**config.mk**
```make
export PLATFORM = sky130hd
export DESIGN_NAME = restoring_mul_add
export DESIGN_NICKNAME = d
export VERILOG_FILES = /design/src/rtl/restoring_mul_add.sv
export SDC_FILE = /design/constraint.sdc
export NUM_CORES = 1
export LEC_CHECK = 0
export ABC_CLOCK_PERIOD_IN_PS = 11800
export CAP_MARGIN = 20
export CORE_ASPECT_RATIO = 0.75
export CORE_UTILIZATION = 45
export CTS_CLUSTER_SIZE = 8
export DETAILED_ROUTE_END_ITERATION = 16
export PLACE_DENSITY = 0.64
export SLEW_MARGIN = 20
export SYNTH_ARGS = -nofsm -noshare
export SYNTH_HDL_FRONTEND = slang
export SYNTH_SLANG_ARGS = --single-unit
```
**constraint.sdc**
```tcl
create_clock -name clk -period 11.8 [get_ports clk]
set_input_delay 2.95 -clock clk [delete_from_list [all_inputs] [get_ports clk]]
set_output_delay 2.95 -clock clk [all_outputs]
set_load 0.02 [all_outputs]
```
**src/rtl/restoring_mul_add.sv**
```systemverilog
// Sequential shift-add multiply-accumulate p = a*b + c, one multiplier bit per clock.
// Rebuilds a divider's dividend from its quotient, divisor and remainder.
module restoring_mul_add #(
  parameter int WA = 32,
  parameter int WB = 16
) (
  input  logic             clk,
  input  logic             clr,
  input  logic [WA-1:0]    a,
  input  logic [WB-1:0]    b,
  input  logic [WB-1:0]    c,
  input  logic             start,
  output logic [WA+WB-1:0] p,
  output logic             busy,
  output logic             ready
);

  localparam int WP = WA + WB;
  localparam int WC = $clog2(WB + 1);

  typedef enum logic [1:0] {
    S_IDLE = 2'd0,
    S_RUN  = 2'd1,
    S_DONE = 2'd2
  } state_t;

  state_t        r_state;
  logic [WP-1:0] r_a_sh;
  logic [WP-1:0] r_acc;
  logic [WB-1:0] r_b_sh;
  logic [WC-1:0] r_cnt;

  logic [WP-1:0] w_acc_next;
  logic          w_last;

  // The width rule guarantees the accumulator never wraps, so no carry-out is kept.
  assign w_acc_next = r_b_sh[0] ? (r_acc + r_a_sh) : r_acc;
  assign w_last     = (r_cnt == WC'(WB - 1));

  always_ff @(posedge clk or posedge clr) begin
    if (clr) begin
      r_state <= S_IDLE;
      r_a_sh  <= '0;
      r_acc   <= '0;
      r_b_sh  <= '0;
      r_cnt   <= '0;
      p       <= '0;
      busy    <= 1'b0;
      ready   <= 1'b0;
    end else begin
      case (r_state)
        S_IDLE, S_DONE: begin
          if (start) begin
            r_a_sh  <= {{WB{1'b0}}, a};
            r_b_sh  <= b;
            r_acc   <= {{WA{1'b0}}, c};
            r_cnt   <= '0;
            busy    <= 1'b1;
            ready   <= 1'b0;
            r_state <= S_RUN;
          end
        end
        S_RUN: begin
          // Fixed WB iterations: no early exit when the remaining multiplier bits are zero.
          r_acc  <= w_acc_next;
          r_a_sh <= r_a_sh << 1;
          r_b_sh <= r_b_sh >> 1;
          r_cnt  <= r_cnt + WC'(1);
          if (w_last) begin
            p       <= w_acc_next;
            busy    <= 1'b0;
            ready   <= 1'b1;
            r_state <= S_DONE;
          end
        end
        default: begin
          r_state <= S_IDLE;
          busy    <= 1'b0;
          ready   <= 1'b0;
        end
      endcase
    end
  end

endmodule

```
==> results_dict.tcl <==
set metrics [dict create \
    fin_skew_ns 0.01413 \
    final_cells 1445 \
    start_util_pct 46.29 \
    power_density_nw_per_um2 322.3 \
    yosys.area.top_type "dfrtp_1" \
    grt_pass1_wl_um 42480 \
    portBuffers 116 \
    via_count 8300 \
    cts_buffer_depth 2 \
    cp.arrival_ns 5.71 \
    grt_util_all_layers_pct 23.80 \
    grt_overflow 0 \
    setup_tns_ns 0 \
    power_frac_seq_pct 27.3 \
    endpoint_kind "flip-flop" \
    rsz0062_at_grt "no" \
    rr_worst_depth 7 \
    p_sw_mw 1.759 \
    die_h_um 130.2 \
    cp_max_fo 67 \
    ys_top_cells_by_count "202 x nand2_1, 168 x dfrtp_1, 83 x o21ai_0, 60 x a22oi_1, 58 x a21oi_1" \
    cts_resized 0 \
    dp_hpwl_um 17690 \
    whs_path_depth 2 \
    clkPwrFrac_pct 14.2 \
    synth_area_per_cell_sq_um 9.222 \
    die_area_sq_um 22510 \
    clock_sinks 168 \
    syn_nets 1186 \
    antenna_found_initial 0 \
    async_flop_share_pct 100.0 \
    place_ws_ns 6.052 \
    drive_above_1_share_pct 7.174 \
    fp.dieW_um 172.9 \
    grt_max_degree 113 \
    worstHoldStart "p[40]" \
    final_nets 1261 \
    holdPathEnd "p[40]" \
    gp_congestion 0.9138 \
    synth_seq_cells 168 \
    r2r-end "p[38]" \
    htreeDepth 4 \
    combPwrFrac_pct 58.4 \
    synthCells 1069 \
    irDropWorstVdd_mv 0.1540 \
    avgViaCountPerCell 5.744 \
    synth_top_area_share_pct 42.65 \
    p_sw_share_pct 46.48 \
    grt_pass1_vias 7869 \
    post_cts_buffers 0 \
    hp-class "flip-flop to flip-flop" \
    syn_area_sq_um 9858 \
    syn2layout_area_growth_pct 19.10 \
    dr.pass1.iters 5 \
    final_util_pct 55.14 \
    worstMarginPinSlew_ns 1.012 \
    met3_usage_pct 5.099 \
    antenna_left 0 \
    hold_viol_final 0 \
    maxSlewViolCount 0 \
    critical_path.startpoint_type "input port" \
    finalSetupViolations 0 \
    crit_type "input port to flip-flop" \
    timing.slew.headroom_pct 32.34 \
    cts_tree "yes" \
    fmax_ghz 0.1873 \
    clkTransAtPathRegs_ns 0.07 \
    synth_top_flop_cell "dfrtp_1" \
    synth_cell_types 77 \
    grtUsageMet2_pct 33.35 \
    p_leak_nw 5.362 \
    dp_cells 1413 \
    num_rows 46 \
    r2r-start "r_state[0]" \
    setup_slack_ns 6.461 \
    drt_iter0_drc 683 \
    power.total_mw 3.784 \
    antenna_cells 0 \
    ys_seq_area_share_pct 42.65 \
    yosysMostFrequentCell "nand2_1" \
    cts_buffers 17 \
    clk_latency_ns 0.44 \
    status "finished clean" \
    drc 0 \
    drv_cap 0 \
    post-route-period-util_pct 45.25 \
    ctsRootBufferMaster "clkbuf_16" \
    top_usage_layer "met1" \
    grt_use_met1_pct 36.42 \
    synth_edf_count 0 \
    wirelength_um 25700 \
    yosysWarnings 0 \
    holdBufCountCts 0 \
    r2r_slack_ns 8.26 \
    fin_crit_ns 5.339 \
    synth_area_leaders "dfrtp_1 43%, nand2_1 7.7%, ha_1 6.2%" \
    p_int_mw 2.025 \
    wl_per_cell_um 17.79 \
    required_ns 12.17 \
    coreArea_sq_um 21300 \
    pin_count 117 \
]
-- stage by stage --
step	area (sq um)	hold WS, ns
CTS	11740	0.4782
finish	11740	0.4737
floorplan	9858	0.4463
global placement	11180	0.4538
detailed placement	11180	0.4609
global route	11740	0.5043
-- cell usage in the layout, fill, tap and decap left out, types with 21 or more instances in the layout --
master,count
nand2_1,201
dfrtp_1,167
clkdlybuf4s50_1,116
o21ai_0,83
a22oi_1,60
a21oi_1,58
ha_1,49
nor2_1,37
nand3_1,31
a21o_1,30
mux2i_1,30
xnor2_1,26
a22o_1,21
-- power by group through the flow --
stage                     Clock [mW]  Combinational [mW]  Sequential [mW]
final                          0.538                2.21             1.03
after global routing           0.572                2.45             1.07
after CTS                      0.547                2.20             1.03
after detailed placement           0                2.19             1.04
after global placement             0                2.16             1.04
after floorplan                    0                1.60             1.06
-- sequential cells by signal (all words and copies together) (netlist names) --
signal	cells
p	48
r_a_sh	48
r_acc	48
r_b_sh	16
r_cnt	5
busy	1
r_state	1
ready	1
-- layout make-up --
class	instances	area (sq um)
clock inverter	13	111.4
multi-input combinational	817	5321
sequential	168	4205
clock buffer	19	442.9
timing repair buffer	127	1244
fill	1958	9554
inverter	13	56.30
tap	288	360.3
-- how the worst max path moves through the flow --
stage / from / endpoint / slack, ns / cells after the start
final: start / r_acc[47] / 6.46 / 7
after global routing: start / r_acc[47] / 6.30 / 7
after CTS: start / r_acc[47] / 6.49 / 7
after detailed placement: start / r_acc[47] / 6.05 / 7
after global placement: start / r_acc[47] / 6.14 / 7
after floorplan: clr / busy / 4.30 / 1
-- layer usage --
| layer | part of all wire [%] | vias up |
|---|---|---|
| li1 | - | 3995 |
| met1 | 52 | 3997 |
| met2 | 41 | 279 |
| met3 | 6.4 | 29 |
| met4 | 1.5 | 0 |
| met5 | 0 | - |
-- worst max-delay path: stages --
cell,delay (ns)
clkdlybuf4s50_1,0.48
nor2b_4,0.15
buf_4,0.35
nor2_4,0.85
buf_4,0.55
o21bai_2,0.20
a22o_1,0.13
-- kinds of logic after synthesis --
kind of cell | after synthesis | share of synthesized area [%]
fa+ha+maj | 50 | 6.422
buf+inv | 84 | 3.655
flops | 168 | 42.64
simple gates | 341 | 15.29
xor+xnor | 45 | 3.998
mux | 34 | 3.528
compound gates | 347 | 24.46
Note: power is estimated with default switching activity, not from simulation.
